[config.mk]
export PLATFORM = sky130hd
export DESIGN_NAME = spi_shift_engine
export DESIGN_NICKNAME = d
export VERILOG_FILES = /design/src/rtl/spi_shift_engine.sv
export SDC_FILE = /design/constraint.sdc
export NUM_CORES = 1
export LEC_CHECK = 0
export ABC_AREA = 1
export BUFFER_PORTS_ARGS = -buffer_cell sky130_fd_sc_hd__buf_4
export CAP_MARGIN = 20
export CELL_PAD_IN_SITES_DETAIL_PLACEMENT = 1
export CELL_PAD_IN_SITES_GLOBAL_PLACEMENT = 2
export CORE_MARGIN = 8
export CORE_UTILIZATION = 29
export DETAILED_ROUTE_END_ITERATION = 12
export GPL_TIMING_DRIVEN = 0
export PLACE_DENSITY = 0.86
export SLEW_MARGIN = 10
export SYNTH_ARGS = -nofsm -noshare
export SYNTH_HDL_FRONTEND = slang
export SYNTH_SLANG_ARGS = --single-unit
[constraint.sdc]
create_clock -name clk -period 2.8 [get_ports clk]
set_input_delay 0.56 -clock clk [delete_from_list [all_inputs] [get_ports clk]]
set_output_delay 0.56 -clock clk [all_outputs]
set_load 0.02 [all_outputs]
[src/rtl/spi_shift_engine.sv]
// -----------------------------------------------------------------------------
// spi_shift_engine
//
// Frames one WIDTH-bit serial transfer for the SPI path. A load captures the
// word to transmit and the bit order for this transfer. Each peripheral clock
// edge strobe then shifts one bit out and one bit in. A bit counter reports
// progress, so the controlling FSM above does not have to count edges.
//
// Strobe semantics: peripheralClkEdge and load are single-cycle qualifiers
// sampled on the rising edge of clk. There is no back-pressure. A strobe that
// arrives in a state that does not use it is dropped. It is not held for later.
//
// Optional feature (macro SHIFT_PARITY_EN):
//   When defined, adds parityOut. It is the XOR of the received word, captured
//   on the DONE cycle. It holds until the next DONE cycle.
//
// Parameters:
//   WIDTH  shift register / data bus width in bits (>= 2)
//   CNT_W  width of bitCount
//
// Ports:
//   clk                in   system clock, rising edge
//   resetN             in   asynchronous active-low reset
//   peripheralClkEdge  in   one-clk strobe: shift one bit this cycle
//   load               in   start a transfer (accepted in IDLE or DONE)
//   lsbFirst           in   bit order for the transfer, sampled on load
//   parallelDataIn     in   word to transmit
//   serialDataIn       in   incoming serial bit
//   parallelDataOut    out  shift register contents
//   serialDataOut      out  outgoing bit (combinational from register + order)
//   busy               out  transfer in progress
//   done               out  one-clk pulse after the final bit has shifted
//   bitCount           out  bits shifted in the current transfer
//   parityOut          out  (SHIFT_PARITY_EN only) parity of the last received word
// -----------------------------------------------------------------------------
module spi_shift_engine #(
    parameter int WIDTH = 8,
    parameter int CNT_W = $clog2(WIDTH + 1)
) (
    input  logic             clk,
    input  logic             resetN,
    input  logic             peripheralClkEdge,
    input  logic             load,
    input  logic             lsbFirst,
    input  logic [WIDTH-1:0] parallelDataIn,
    input  logic             serialDataIn,
    output logic [WIDTH-1:0] parallelDataOut,
    output logic             serialDataOut,
    output logic             busy,
    output logic             done,
    output logic [CNT_W-1:0] bitCount
`ifdef SHIFT_PARITY_EN
    ,
    output logic             parityOut
`endif
);

    typedef enum logic [1:0] {
        IDLE  = 2'd0,
        SHIFT = 2'd1,
        DONE  = 2'd2
    } stateType;

    // Count value held after the edge that completes the word.
    localparam logic [CNT_W-1:0] FULL_COUNT = CNT_W'(WIDTH);
    // Count value present when the final edge of the word arrives.
    localparam logic [CNT_W-1:0] LAST_COUNT = CNT_W'(WIDTH - 1);

    stateType          state;
    stateType          stateNext;
    logic [WIDTH-1:0]  shiftReg;
    logic [WIDTH-1:0]  shiftRegNext;
    logic              lsbDir;
    logic              lsbDirNext;
    logic [CNT_W-1:0]  countNext;
    logic              busyNext;
    logic              doneNext;

    // ------------------------------------------------------------------
    // Next-state and datapath decode
    // ------------------------------------------------------------------
    always_comb begin
        stateNext    = state;
        shiftRegNext = shiftReg;
        lsbDirNext   = lsbDir;
        countNext    = bitCount;

        case (state)
            IDLE, DONE: begin
                // A load in DONE starts the next transfer directly, so
                // back-to-back words need no idle gap. A simultaneous edge
                // strobe is dropped. It belongs to no transfer yet.
                if (load) begin
                    shiftRegNext = parallelDataIn;
                    lsbDirNext   = lsbFirst;
                    countNext    = '0;
                    stateNext    = SHIFT;
                end else if (state == DONE) begin
                    stateNext = IDLE;
                end
            end

            SHIFT: begin
                // load is ignored here. Only reset aborts a transfer.
                if (peripheralClkEdge) begin
                    if (lsbDir) begin
                        shiftRegNext = {serialDataIn, shiftReg[WIDTH-1:1]};
                    end else begin
                        shiftRegNext = {shiftReg[WIDTH-2:0], serialDataIn};
                    end
                    // Saturating increment, so bitCount can never wrap.
                    if (bitCount != FULL_COUNT) begin
                        countNext = bitCount + CNT_W'(1);
                    end
                    if (bitCount == LAST_COUNT) begin
                        stateNext = DONE;
                    end
                end
            end

            default: begin
                stateNext = IDLE;
            end
        endcase

        // Status flags are registered copies of the upcoming state.
        // They line up with the state register and add no decode delay.
        busyNext = (stateNext == SHIFT);
        doneNext = (stateNext == DONE);
    end

    // ------------------------------------------------------------------
    // State register
    // ------------------------------------------------------------------
    always_ff @(posedge clk or negedge resetN) begin
        if (!resetN) begin
            state    <= IDLE;
            shiftReg <= '0;
            lsbDir   <= 1'b0;
            bitCount <= '0;
            busy     <= 1'b0;
            done     <= 1'b0;
        end else begin
            state    <= stateNext;
            shiftReg <= shiftRegNext;
            lsbDir   <= lsbDirNext;
            bitCount <= countNext;
            busy     <= busyNext;
            done     <= doneNext;
        end
    end

    assign parallelDataOut = shiftReg;

    // The outgoing bit is the end of the register that leaves next.
    // It follows the register combinationally, so it presents the next bit
    // in the cycle after each shift.
    assign serialDataOut = lsbDir ? shiftReg[0] : shiftReg[WIDTH-1];

`ifdef SHIFT_PARITY_EN
    // In DONE the register holds the completed received word.
    always_ff @(posedge clk or negedge resetN) begin
        if (!resetN) begin
            parityOut <= 1'b0;
        end else if (state == DONE) begin
            parityOut <= ^shiftReg;
        end
    end
`endif

endmodule

Word level (Yosys, flattened, before mapping)
Cells that the tools add are included.
Widths: inputs -> output; s select.
- reductions and logical operators: 6
- eq/ne operators: 9
- $add $sub $neg: 1
- multiplexer cells: 14
- operator list (operator ; number):
    $mux 8 ; 3
    $pmux 8 s2 ; 1
    $mux 4 ; 3
    $mux 2 ; 4
    $pmux 4 s2 ; 1
    $ne 2x2->1 const B ; 3
    $add 4x1->4 const B ; 1
    $eq 2x1->1 const B ; 2
    $eq 2x2->1 const B ; 2
    $eq 4x3->1 const B ; 1
    $ne 4x4->1 const B ; 1
    $pmux 2 s2 ; 1
    $reduce_and 4->1 ; 1
    $reduce_and 3->1 ; 1
    $logic_not 2->1 ; 1
    $reduce_and 2->1 ; 1
    $reduce_bool 2->1 ; 1
    $reduce_or 2->1 ; 1
    $mux 1 ; 1
- input bits: 14
- word-level logic and storage cells: 36
- register bits: 17
- output and inout port bits: 15

Logic depth before layout (Yosys ltp)
- word-level depth: 5
- mapped depth: 8

Worst setup path after synthesis
OpenSTA, ideal clock, no wires.
- path type: reg2out
- start point: register lsbDir
- end point: output port serialDataOut
- required time: 2240 ps
- stages on the path, launching flop included: 3
- data arrival time: 1046 ps
- slack: 1194 ps
- buffers on the path: 1
- cell sequence: dfrtp_1 buf_2 o21ai_0
- cells in the longest elaborated chain, start to end: 1
- ends and longest elaborated chain (element ; RTL line ; source):
    start: declaration ; 73 ; logic lsbDir;
    start signal: assignment ; 146 ; lsbDir <= lsbDirNext;
    $mux 1 ; 158 ; assign serialDataOut = lsbDir ? shiftReg[0] : shiftReg[WIDTH-1];
    end: declaration ; 48 ; output logic serialDataOut,
No other way between the ends.

Worst setup path in the final report
Ends and elaborated chain as after synthesis.

==> run summary <==
TritonCTS built the clock tree. Of the total synthesized cell area, the portion taken by AND, OR, NAND and NOR gates is a little over a third. Counting the fill cells in the layout gives 424.

The total inserted antenna cells is 0. In this run the power density over the cells is about 1200 nW/um2. The average cell area after synthesis came out at around 7.2 um2. The number of antenna violations at the first check in global routing is 0. The count of nets left with antenna violations after detail routing is 0. The average wire per cell in the routed design came out at 12.5 um. The post-synthesis mux area share came out at 0%. The starting density of the core came out at 29.6%. The worst IR drop on VDD is 0.303 mV. STA puts the critical path data arrival time at ~1200 ps.

The number of pins exceeding their max-slew limit in the final report was 0. From synthesis to final layout, the design area changed by 30.2%. The cell leakage power came out at between 0.7 and 0.8 nW. The routed layout has approximately 950 vias. The unique cell type count in the Yosys netlist is 20. The relative slew slack is between 80% and 90%. Setup violations remaining at the end of the flow were counted as 0. The cell area after synthesis came out at 973 um2. The biggest fanout along the worst timing path came out at 10.

The post-CTS setup repair buffer count came out at 0. The number of buffers inserted by port buffering is 28. In this run, the number of DRC markers left after iteration 0 of detailed routing was 39.

The synthesized-area fraction occupied by ao, oa, aoi and oai cells came out at around 6.9%. The first global-routing pass estimated ~4.7 mm of wire. The clock latency of the later-clocked register in the worst-skew pair came out at between 200 and 300 ps.

Using the TritonRoute via totals, the vias-per-cell ratio works out to 4.48. The detailed placer's ending HPWL is around 2.1 mm. The critical path class is register to output pin. The post-route cell area came out at around 1300 um2. The run finished with clean final reports. The number of gates resized after cts came out at 0.

Setup repair after global routing left no endpoint under its margin. Yosys printed 0 warnings. The clock root buffer is clkbuf_4. The clock input transition at the sequential cells of the worst setup and hold paths came out at around 110 ps. The top cell types in the final layout, fill and taps aside, are nand2_1 (62), buf_4 (29), dfrtp_1 (17).

The first detailed-routing pass ran for 3 iterations. The instance count of the mapped netlist came out at 135. The number of clock sinks came out at 17. The DRC violation count after routing is 0. For this design, the CTS-stage hold fixing added 0 buffers. The sequential fraction of the synthesis area is ~44%.

The number of buffers created by CTS came out at 3. Routability-driven placement finished with a final weighted congestion of 0.786. The slew at the pin closest to its max-slew limit is around 240 ps. The total global routing track utilization came out at between 10% and 20%. Cells with a size suffix above 1 make up 24.6% of the layout. Counting flops and latches in the post-synthesis netlist gives 17.

The height of the die came out at about 74 um. Setup total negative slack on the finished layout was measured at 0 ps. Static timing analysis puts the maximum clock frequency at roughly 550 MHz.

The data required time at the worst endpoint is about 2200 ps. The kind of start point of the critical path is a register. The final layout contains ~180 nets. The worst path in the final design needs a cycle of between 1500 and 2000 ps, including I/O delays and setup. The total die area is 5470 um2. The standard-cell row count came out at 21.

The CTS H-tree depth is 1. The floorplan step defined a core boundary enclosing between 3000 and 4000 um2. The post-route fraction of the period consumed by the critical path is 64.4%. The horizontal die dimension came out at around 74 um. Entering global routing, the biggest net connects 18 pins.

The final layout contains routed wiring with a total length of approximately 2.7 mm. The number of nets handed over by synthesis was about 150. Summing the areas of all fa, ha and maj instances in the mapped netlist gives ~2.6% of the synthesized area. The maximum clock insertion buffer count came out at 2. Between clock sinks in the finished design, the worst skew comes to 7.98 ps. 29 I/O pins were placed. Leaving out fill and tap cells, the most frequent cell in the layout is nand2_1. By area, the combinational part of the netlist is dominated by simple AND/OR/NAND/NOR gates. The overflow left after global routing is 0. The count of max-cap constraint violations came out at 0.

The final hold violation count came to 0. In this run the worst hold path is classified as primary input to asynchronous set/reset pin. The post-placement cell area is 1240 um2. The xor/xnor share of the synthesized area came out at 0.900%.

STA classifies the critical path endpoint as an output pin. The number of global-route vias before repair came to approximately 1,100.
[layout make-up]
type                    count  area [um2]  area share [%]
inverters                  16        60.1            4.74
multi-input cells          98         453            35.7
well taps                  46        57.6            4.54
flip-flops and latches     17         425            33.6
repair buffers             28         210            16.6
plain buffers               4        35.0            2.76
clock buffers               4        26.3            2.07
[synth_stat cells]
cell      count  area [um2]
nor2_4        1        11.3
nand4_1       2        12.5
nand2_4       1        11.3
a21oi_1       2        10.0
nor2_1        7        26.3
buf_4         1        7.51
o21ai_1       2        10.0
dfrtp_1      17         425
xor2_1        1        8.76
o21ai_0       4        20.0
buf_2         1        5.00
nand3_1       9        45.0
o211ai_1      2        15.0
nand2_1      62         233
buf_6         2        22.5
inv_1        15        56.3
o211ai_2      1        12.5
nand2_2       2        12.5
inv_2         1        3.75
ha_1          2        25.0
[critical path, cell delays in order, from the launching register on]
cell and delay, ps:
dfrtp_1 420, buf_2 180, o21ai_0 180, buf_4 170
[cell families (layout without fill, tap and decap cells)]
group / count (synthesis) / in the layout
fa+ha+maj: 2 / 2
simple gates: 84 / 84
flops: 17 / 17
buf+inv: 20 / 52
xor+xnor: 1 / 1
compound gates: 11 / 11
[layer usage]
layer / wire length (um) / share of wire, % / vias to the layer above / global-route usage [%]
met3: 159 / 6.0 / 2 / 2.70
li1: - / - / 482 / -
met4: 15 / 0.56 / 0 / 3.55
met1: 1210 / 46 / 451 / 12.7
met5: 0 / 0 / - / 0
met2: 1270 / 48 / 19 / 18.6
[power breakdown]
group	switching (mW)	leakage [nW]	internal, mW	total (mW)
logic	0.528	0.502	0.351	0.879
clock network	0.0840	0.0150	0.0554	0.139
registers	0.0999	0.209	0.349	0.449
total	0.712	0.727	0.755	1.47
[final timing paths]
kind	endpoint	slack, ps	depth (start not counted)	from
max	serialDataOut	1000	3	lsbDir
min	parallelDataOut[7]	110	1	resetN
max reg2reg	bitCount[2]	1470	8	bitCount[0]
min reg2reg	parallelDataOut[0]	550	2	parallelDataOut[0]
max in group asynchronous	parallelDataOut[2]	2480	1	resetN
min in group clk	lsbDir	520	3	lsbFirst
[stage by stage]
| step | setup WS (ps) | power [mW] | instances | hold WS, ps | utilization [%] |
|---|---|---|---|---|---|
| floorplan | 1190 | 1.04 | 135 | 264 | - |
| global placement | 1340 | 1.33 | 209 | 443 | 37.8 |
| CTS | 963 | 1.50 | 213 | 108 | 38.6 |
| global route | 912 | 1.63 | 213 | 118 | 38.6 |
| detailed placement | 1310 | 1.36 | 209 | 449 | 37.8 |
| finish | 998 | 1.47 | 213 | 112 | 38.6 |
[sequential cells by signal (all words and copies together) (netlist names)]
name             count
bitCount             4
busy                 1
done                 1
lsbDir               1
parallelDataOut      8
state                2
Note: power is estimated with default switching activity, not from simulation.
